## config.mk

```make
export PLATFORM = sky130hd
export DESIGN_NAME = fetch_buffer
export DESIGN_NICKNAME = d
export VERILOG_FILES = /design/src/rtl/fetch_buffer.sv
export SDC_FILE = /design/constraint.sdc
export NUM_CORES = 1
export LEC_CHECK = 0
export BUFFER_PORTS_ARGS = -buffer_cell sky130_fd_sc_hd__buf_4
export CAP_MARGIN = 40
export CELL_PAD_IN_SITES_DETAIL_PLACEMENT = 1
export CELL_PAD_IN_SITES_GLOBAL_PLACEMENT = 1
export CORE_ASPECT_RATIO = 0.75
export CORE_MARGIN = 5
export CORE_UTILIZATION = 35
export CTS_CLUSTER_DIAMETER = 30
export DETAILED_ROUTE_END_ITERATION = 10
export PLACE_DENSITY_LB_ADDON = 0.12
export SETUP_SLACK_MARGIN = 0.15
export SLEW_MARGIN = 25
export SYNTH_ARGS = -nofsm -noshare
export SYNTH_HDL_FRONTEND = slang
export SYNTH_SLANG_ARGS = --single-unit
```

## constraint.sdc

```tcl
create_clock -name clk -period 6 [get_ports clk]
set_input_delay 0 -clock clk [delete_from_list [all_inputs] [get_ports clk]]
set_output_delay 0 -clock clk [all_outputs]
set_load 0.01 [all_outputs]
```

## src/rtl/fetch_buffer.sv

```systemverilog
// In-order instruction fetch queue between the PC register, instruction memory and decode.
// Define FETCH_BUF_BYPASS_EN to forward a returning response straight to decode when it fills the queue head.
module fetch_buffer #(
    parameter int PC_WIDTH   = 32,
    parameter int INST_WIDTH = 32,
    parameter int DEPTH      = 4
) (
    input  logic                  clk,
    input  logic                  rst,
    input  logic                  cpu_en,
    input  logic [PC_WIDTH-1:0]   pc,
    input  logic                  redirect,
    output logic                  pc_stall,
    output logic                  imem_req_valid,
    output logic [PC_WIDTH-1:0]   imem_req_addr,
    input  logic                  imem_req_ready,
    input  logic                  imem_resp_valid,
    input  logic [INST_WIDTH-1:0] imem_resp_inst,
    output logic                  dec_valid,
    output logic [INST_WIDTH-1:0] dec_inst,
    output logic [PC_WIDTH-1:0]   dec_pc,
    input  logic                  dec_ready
);

    localparam int AW = (DEPTH > 1) ? $clog2(DEPTH) : 1;
    localparam int CW = AW + 1;
    localparam logic [CW-1:0] FULL    = CW'(DEPTH);
    localparam logic [CW-1:0] CNT_ONE = CW'(1);
    localparam logic [AW-1:0] PTR_ONE = AW'(1);

    logic [PC_WIDTH-1:0]   pc_mem   [DEPTH];
    logic [INST_WIDTH-1:0] inst_mem [DEPTH];
    logic [DEPTH-1:0]      filled;

    logic [AW-1:0] wr_ptr;
    logic [AW-1:0] fill_ptr;
    logic [AW-1:0] rd_ptr;
    logic [CW-1:0] alloc_cnt;
    // pend_cnt = allocated but not yet filled; kept explicitly because
    // wr_ptr == fill_ptr is ambiguous between empty and all-outstanding.
    logic [CW-1:0] pend_cnt;
    logic [CW-1:0] drop_cnt;

    logic          flush;
    logic          accept;
    logic          drop_hit;
    logic          fill_hit;
    logic          head_filled;
    logic          bypass_hit;
    logic          deq;
    logic [CW-1:0] drop_total;
    logic [CW-1:0] flush_drop;
    logic [CW-1:0] alloc_next;
    logic [CW-1:0] pend_next;

    always_comb begin
        flush          = cpu_en & redirect;
        imem_req_valid = cpu_en & ~redirect & (alloc_cnt < FULL) & (drop_cnt == '0);
        imem_req_addr  = pc;
        accept         = imem_req_valid & imem_req_ready;
        pc_stall       = ~accept;

        drop_hit    = imem_resp_valid & (drop_cnt != '0);
        fill_hit    = imem_resp_valid & (drop_cnt == '0) & (pend_cnt != '0);
        head_filled = filled[rd_ptr];
`ifdef FETCH_BUF_BYPASS_EN
        bypass_hit  = fill_hit & (fill_ptr == rd_ptr) & ~head_filled;
`else
        bypass_hit  = 1'b0;
`endif

        dec_valid = cpu_en & ~redirect & (head_filled | bypass_hit);
        dec_inst  = bypass_hit ? imem_resp_inst : inst_mem[rd_ptr];
        dec_pc    = pc_mem[rd_ptr];
        deq       = dec_valid & dec_ready;

        // A response in the flush cycle belongs to the old stream and retires one drop.
        drop_total = drop_cnt + pend_cnt;
        flush_drop = (imem_resp_valid && (drop_total != '0)) ? (drop_total - CNT_ONE) : drop_total;

        alloc_next = alloc_cnt;
        if (accept && !deq) begin
            alloc_next = alloc_cnt + CNT_ONE;
        end else if (!accept && deq) begin
            alloc_next = alloc_cnt - CNT_ONE;
        end

        pend_next = pend_cnt;
        if (accept && !fill_hit) begin
            pend_next = pend_cnt + CNT_ONE;
        end else if (!accept && fill_hit) begin
            pend_next = pend_cnt - CNT_ONE;
        end
    end

    always_ff @(posedge clk or posedge rst) begin
        if (rst) begin
            wr_ptr    <= '0;
            fill_ptr  <= '0;
            rd_ptr    <= '0;
            alloc_cnt <= '0;
            pend_cnt  <= '0;
            drop_cnt  <= '0;
            filled    <= '0;
        end else if (flush) begin
            wr_ptr    <= '0;
            fill_ptr  <= '0;
            rd_ptr    <= '0;
            alloc_cnt <= '0;
            pend_cnt  <= '0;
            drop_cnt  <= flush_drop;
            filled    <= '0;
        end else begin
            if (accept) begin
                filled[wr_ptr] <= 1'b0;
                wr_ptr         <= wr_ptr + PTR_ONE;
            end
            if (fill_hit) begin
                // A bypassed entry consumed this cycle never becomes filled.
                if (!(bypass_hit && deq)) begin
                    filled[fill_ptr] <= 1'b1;
                end
                fill_ptr <= fill_ptr + PTR_ONE;
            end
            if (deq) begin
                if (!bypass_hit) begin
                    filled[rd_ptr] <= 1'b0;
                end
                rd_ptr <= rd_ptr + PTR_ONE;
            end
            if (drop_hit) begin
                drop_cnt <= drop_cnt - CNT_ONE;
            end
            alloc_cnt <= alloc_next;
            pend_cnt  <= pend_next;
        end
    end

    // Payload storage needs no reset; filled bits gate every use of it.
    always_ff @(posedge clk) begin
        if (accept) begin
            pc_mem[wr_ptr] <= pc;
        end
        if (fill_hit && !flush) begin
            inst_mem[fill_ptr] <= imem_resp_inst;
        end
    end

endmodule

```

==> results.ini, run 1 <==
[detailed_routing]
num_vias=5753
ant_nets=0
drc=0
drtIter0Drc=298
drt-total-wl_um=24600
wl_per_cell_um=20.1
first_pass_iters=4
vias_per_cell=4.69

[timing]
fin_crit_sh_pct=48.1
max_freq_mhz=346
fin_worst_skew_ns=0.0198
hold_viol=0
slew_viol_final=0
worst_pin_slew_ns=0.731
setup-violations-final=0
rsz0062_at_grt=no
fin_tns_setup_ns=0
fin_crit_ns=2.89
maxSlewHeadroom_pct=51.1

[clock_tree]
htree_levels=2
path_clk_slew_ns=0.05
cts_sinks=275
cts_tree=done
cts-root-buf=clkbuf_16
cts_buffer_depth=3
clock_latency_ns=0.56
numCtsBuffers=55

[pwr]
powerDensity_mw_per_mm2=411
p_int_mw=4.72
p_leak_nw=5.45
total_power_mw=6.21
switching_share_pct=24.1
p_seq_share_pct=35.8
peakVddDrop_v=0.000250
power_frac_clock_pct=48.8
power_frac_comb_pct=15.4
switchingPower_mw=1.50

[final_layout]
stdcell_count=1226
final_nets=865
final_cell_mix=256 x edfxtp_1, 175 x buf_4, 70 x dlygate4sd3_1, 65 x mux4_2, 55 x clkbuf_16
final_common_cell=edfxtp_1
area_delta_synth_final_pct=38.7
nFillCells=2866
drive_above_1_share_pct=42.4
n_antenna_cell=0
post-route-util_pct=48.7

[critical_path]
cp-endpoint=dec_inst[21]
start_kind=flop
reg2reg_from=drop_cnt[0]$_DFFE_PP0P_
regToRegSetupSlack_ns=3.34
rr_endpoint=pend_cnt[2]$_DFFE_PP0P_
crit_required_ns=6.00
end_kind=primary output
ff2ff_path_depth=10
cp-startpoint=rd_ptr[0]$_DFFE_PP0P_
cp.arrival_ns=2.89
cp_max_fo=25
crit_type=reg -> out

[grt]
antenna_found_initial=0
grt_pass1_wl_um=38200
grtUsageTotal_pct=14.3
overflow=0
grt_max_degree=33
grt_pass1_vias=6675

[synthesis]
ys_ff_latch=275
ys_types=39
syn_area_mm2=0.0109
syn_area_per_cell_um2=20.9
ys_async_sr_fraction_pct=6.91
synth-edff-count=256
yosys_warnings=0
synthCells=521
seq_area_frac_synth_pct=74.8
syn_nets=612
synthFlopType=edfxtp_1

[die]
dieArea_mm2=0.0348
core-area_mm2=0.0310
fp.dieH_um=163
start_util_pct=35.1
top_level_ports=170
rows=56
die_w_um=214

[worst_hold_path]
worstHoldPathType=in -> reg

[status]
status=completed

[placed_design]
routabilityCongestion=0.708
hpwl_um=15200
post-place-cells=1053
io_buffer_count=169

[flow_run]
cap_violations=0

## flip-flops by register name (all words and copies together) (netlist names)
name / count
inst_mem: 128
pc_mem: 128
filled: 4
alloc_cnt: 3
drop_cnt: 3
pend_cnt: 3
fill_ptr: 2
rd_ptr: 2
wr_ptr: 2
## layer usage
metal,global-route usage (%),share of wire [%],wire length [µm]
met1,17.7,41,10100
met2,25.2,53,13000
met3,3.29,4.2,1040
met4,4.31,1.8,445
met5,0,0,0
## final cells by class
| class | count | area, µm² | area share (%) |
|---|---|---|---|
| timing repair buffer | 252 | 2160 | 14.3 |
| clock inverter | 46 | 509 | 3.37 |
| clock buffer | 57 | 1380 | 9.15 |
| sequential | 275 | 8170 | 54.0 |
| inverter | 21 | 78.8 | 0.521 |
| multi-input combinational | 169 | 2320 | 15.3 |
| tap | 406 | 508 | 3.36 |
## cells in the mapped netlist (3+ instances only)
library cell | n | area share [%]
a211oi_1 | 5 | 0.34
a21oi_1 | 3 | 0.14
a22oi_1 | 5 | 0.34
and2_1 | 3 | 0.17
and3_1 | 4 | 0.23
buf_1 | 4 | 0.14
buf_2 | 8 | 0.37
buf_4 | 32 | 2.2
clkbuf_1 | 10 | 0.34
dfrtp_1 | 19 | 4.4
edfxtp_1 | 256 | 70
fa_1 | 3 | 0.55
ha_1 | 17 | 1.9
inv_1 | 20 | 0.69
mux2_2 | 3 | 0.31
mux2i_1 | 8 | 0.73
mux4_2 | 65 | 13
nand2_1 | 13 | 0.45
nand2b_1 | 3 | 0.17
nand3_1 | 4 | 0.18
nor2_1 | 6 | 0.21
xnor2_1 | 8 | 0.64
## per-stage QoR
step / worst slack, ns / hold WS [ns] / cell area, µm²
final: 3.11 / 0.113 / 15100
after global routing: 2.88 / 0.147 / 15100
after CTS: 2.96 / 0.0777 / 15100
after detailed placement: 3.37 / -0.00802 / 12500
after global placement: 3.46 / 0.199 / 12400
after floorplan: 3.41 / -0.0489 / 10900
## worst max-delay path, cell delays in order, from the launching register on
cell and delay, ns:
dfrtp_4 0.71, buf_4 0.55, buf_12 0.30, mux4_2 0.58
buf_4 0.17
## cell families (layout without fill, tap and decap cells)
family                   after synthesis  after routing  share of synthesized area [%]
flip-flops                           275            275                           74.8
buffers and inverters                 77            376                           3.98
multiplexers                          76             76                           14.5
AND/OR/NAND/NOR                       43             43                           2.13
AO/OA/AOI/OAI                         22             22                           1.45
adder cells (fa/ha/maj)               20             20                           2.50
XOR/XNOR                               8              8                          0.642
## power groups by stage
stage	clock [mW]	combinational (mW)	sequential, mW
after floorplan	0	0.614	2.21
after global placement	0	0.906	2.26
after detailed placement	0	0.945	2.26
after CTS	3.11	0.988	2.23
after global routing	3.22	1.05	2.24
final	3.03	0.958	2.23
## repair_timing
| item | in CTS | in global routing |
|---|---|---|
| hold buffers | 70 | 0 |
| resized for setup | 0 | 0 |
| endpoints found under the hold margin | 284 | 0 |
| buffers inserted | 0 | 0 |
## how the worst min path moves through the flow
stage	from	to	cells after the start
after floorplan	rst	alloc_cnt[0]$_DFFE_PP0P_	1
after global placement	imem_resp_inst[12]	inst_mem[2][12]$_DFFE_PP_	1
after detailed placement	rst	alloc_cnt[0]$_DFFE_PP0P_	2
after CTS	redirect	pend_cnt[1]$_DFFE_PP0P_	4
after global routing	redirect	pend_cnt[1]$_DFFE_PP0P_	4
final	redirect	pend_cnt[1]$_DFFE_PP0P_	4
Note: power is estimated with default switching activity, not from simulation.
==> run 2, diff against run 1 <==
==> constraint.sdc (replaced) <==
create_clock -name clk -period 2.6 [get_ports clk]
set_input_delay 0 -clock clk [delete_from_list [all_inputs] [get_ports clk]]
set_output_delay 0 -clock clk [all_outputs]
set_load 0.01 [all_outputs]
==> run 2 against run 1 <==
Compared with the run above: register-to-register slack got worse by 3.1 ns; non-clock buffer count increased by 2; sequential share of layout area increased by 0.89 points; sequential power increased by 130%; global-route usage decreased by 0.51 points; critical endpoint is now pend_cnt[2]$_DFFE_PP0P_; highest routed layer unchanged.
==> results.ini, run 2 (same netlist as run 1, synthesis figures left out) <==
[die]
rows=56
fp.dieH_um=163
die_w_um=214
top_level_ports=170
core-area_mm2=0.0310
dieArea_mm2=0.0348
start_util_pct=35.1

[pwr]
power_frac_comb_pct=17.1
switching_share_pct=24.0
power_frac_clock_pct=45.1
p_leak_nw=5.30
switchingPower_mw=3.22
powerDensity_mw_per_mm2=899
peakVddDrop_v=0.000540
p_int_mw=10.2
p_seq_share_pct=37.8

[final_layout]
final_nets=862
stdcell_area_mm2=0.0149
nFillCells=2941
n_antenna_cell=0
area_delta_synth_final_pct=36.5
final_cell_mix=256 x edfxtp_1, 174 x buf_4, 70 x dlygate4sd3_1, 65 x mux4_2, 51 x clkbuf_16
largestRegisters=inst_mem (128), pc_mem (128), filled (4)
drive_above_1_share_pct=42.0
final_common_cell=edfxtp_1

[critical_path]
regToRegSetupSlack_ns=0.28
rr_endpoint=pend_cnt[2]$_DFFE_PP0P_
reg2reg_from=drop_cnt[1]$_DFFE_PP0P_
crit_chain=inv_1, ha_2, and4bb_4, and2_4, clkinv_1, nor2_1, fa_1, a41oi_1, a22oi_1, mux2i_1
ff2ff_path_depth=10
cp_top_family=simple AND/OR/NAND/NOR gates
end_kind=flop
worst-path-buf-inv=2
crit_path_max_incr_delay_ns=0.38
start_kind=flop
crit_slowest_cell=dfrtp_1
crit_type=reg -> reg
crit_required_ns=3.05
cp_max_fo=6
cp.arrival_ns=2.78

[timing]
fin_crit_ns=2.32
fin_hold_ws_ns=0.00783
rsz0062_at_grt=no
worst_pin_slew_ns=0.672
maxSlewHeadroom_pct=55.2
fin_worst_skew_ns=0.0150
slew_viol_final=0
max_freq_mhz=430
fin_crit_sh_pct=89.4
fin_tns_setup_ns=0
hold_viol=0
setup-violations-final=0

[placed_design]
io_buffer_count=169
hpwl_um=14400
routabilityCongestion=0.735
place_area_mm2=0.0126

[detailed_routing]
ant_nets=0
drtIter0Drc=211
drt-total-wl_um=24000
drc=0
num_vias=5673
first_pass_iters=4
vias_per_cell=4.66
wl_per_cell_um=19.7

[clock_tree]
htree_levels=2
numCtsBuffers=50
cts-root-buf=clkbuf_16
clock_latency_ns=0.54
cts_tree=done
cts_buffer_depth=3
cts_sinks=275
path_clk_slew_ns=0.05

[grt]
grt_pass1_vias=6400
met2_usage_pct=23.4
grtUsageTotal_pct=13.8
overflow=0
grt_pass1_wl_um=36600
use_met1_pct=17.5
antenna_found_initial=0
use_met3_pct=3.50
grt.busiest_layer=met2
grt_max_degree=70

[worst_hold_path]
worstHoldPathCells=5
worstHoldPathType=in -> reg
holdPathEnd=wr_ptr[1]$_DFFE_PP0P_
hold_path.startpoint=redirect

[flow_run]
cap_violations=0

[status]
status=completed

-- run 2: changes by cell type in the layout (fill, tap and decap cells not counted), moves of 2 or more --
cell	before	now
bufinv_16	8	4
clkinv_4	7	3
inv_6	6	3
clkinv_1	12	16
clkbuf_16	55	51
clkbuf_1	2	4
clkinv_2	9	14
buf_12	6	9
inv_1	20	16
-- run 2: worst register-to-register path, stage by stage, from the launching register on --
cell	delay [ns]
dfrtp_1	0.38
inv_1	0.12
ha_2	0.24
and4bb_4	0.30
and2_4	0.20
clkinv_1	0.13
nor2_1	0.16
fa_1	0.20
a41oi_1	0.05
a22oi_1	0.25
mux2i_1	0.23
-- run 2: power groups by stage --
stage               Sequential (mW)  Clock, mW  Combinational, mW
global placement               5.13          0               2.20
CTS                            5.06       6.20               2.35
detailed placement             5.14          0               2.25
global route                   5.07       6.46               2.52
floorplan                      5.11          0               1.42
finish                         5.06       6.03               2.29
-- run 2: repair_timing --
| action | CTS | global route |
|---|---|---|
| hold endpoints to repair | 284 | 0 |
| setup endpoints to repair | 3 | 5 |
| gates resized for setup | 1 | 4 |
| setup buffers | 0 | 0 |
| hold buffers | 70 | 0 |
-- run 2: worst max-delay path by stage --
stage                                       start                  endpoint  slack [ns]  cells after the start
after floorplan           drop_cnt[0]$_DFFE_PP0P_  alloc_cnt[2]$_DFFE_PP0P_        0.22                     10
after global routing      drop_cnt[1]$_DFFE_PP0P_   pend_cnt[2]$_DFFE_PP0P_        0.15                     10
after detailed placement  drop_cnt[1]$_DFFE_PP0P_   pend_cnt[2]$_DFFE_PP0P_        0.09                     10
after CTS                 drop_cnt[0]$_DFFE_PP0P_   pend_cnt[2]$_DFFE_PP0P_        0.17                     10
final                     drop_cnt[1]$_DFFE_PP0P_   pend_cnt[2]$_DFFE_PP0P_        0.28                     10
after global placement    drop_cnt[0]$_DFFE_PP0P_   pend_cnt[1]$_DFFE_PP0P_        0.24                      9
-- run 2: per-layer routing --
metal	part of all wire [%]	vias to the layer above
met5	0	-
met4	2.0	0
met3	4.8	45
met2	52	124
met1	42	2932
li1	-	2572
-- run 2: final cells by class --
type	count	area (µm²)	share of cell area, %
repair buffers	254	2200	14.8
multi-input cells	169	2330	15.6
flip-flops and latches	275	8170	54.9
clock inverters	38	307	2.06
inverters	21	78.8	0.530
well taps	406	508	3.41
clock buffers	55	1290	8.68
-- run 2: per-stage QoR --
step	utilization, %	power, mW	worst slack, ns	instances
floorplan	-	6.53	0.219	521
global placement	40.5	7.33	0.237	1054
detailed placement	40.5	7.39	0.0939	1055
CTS	47.9	13.6	0.165	1218
global route	48.0	14.1	0.151	1218
finish	48.0	13.4	0.276	1218
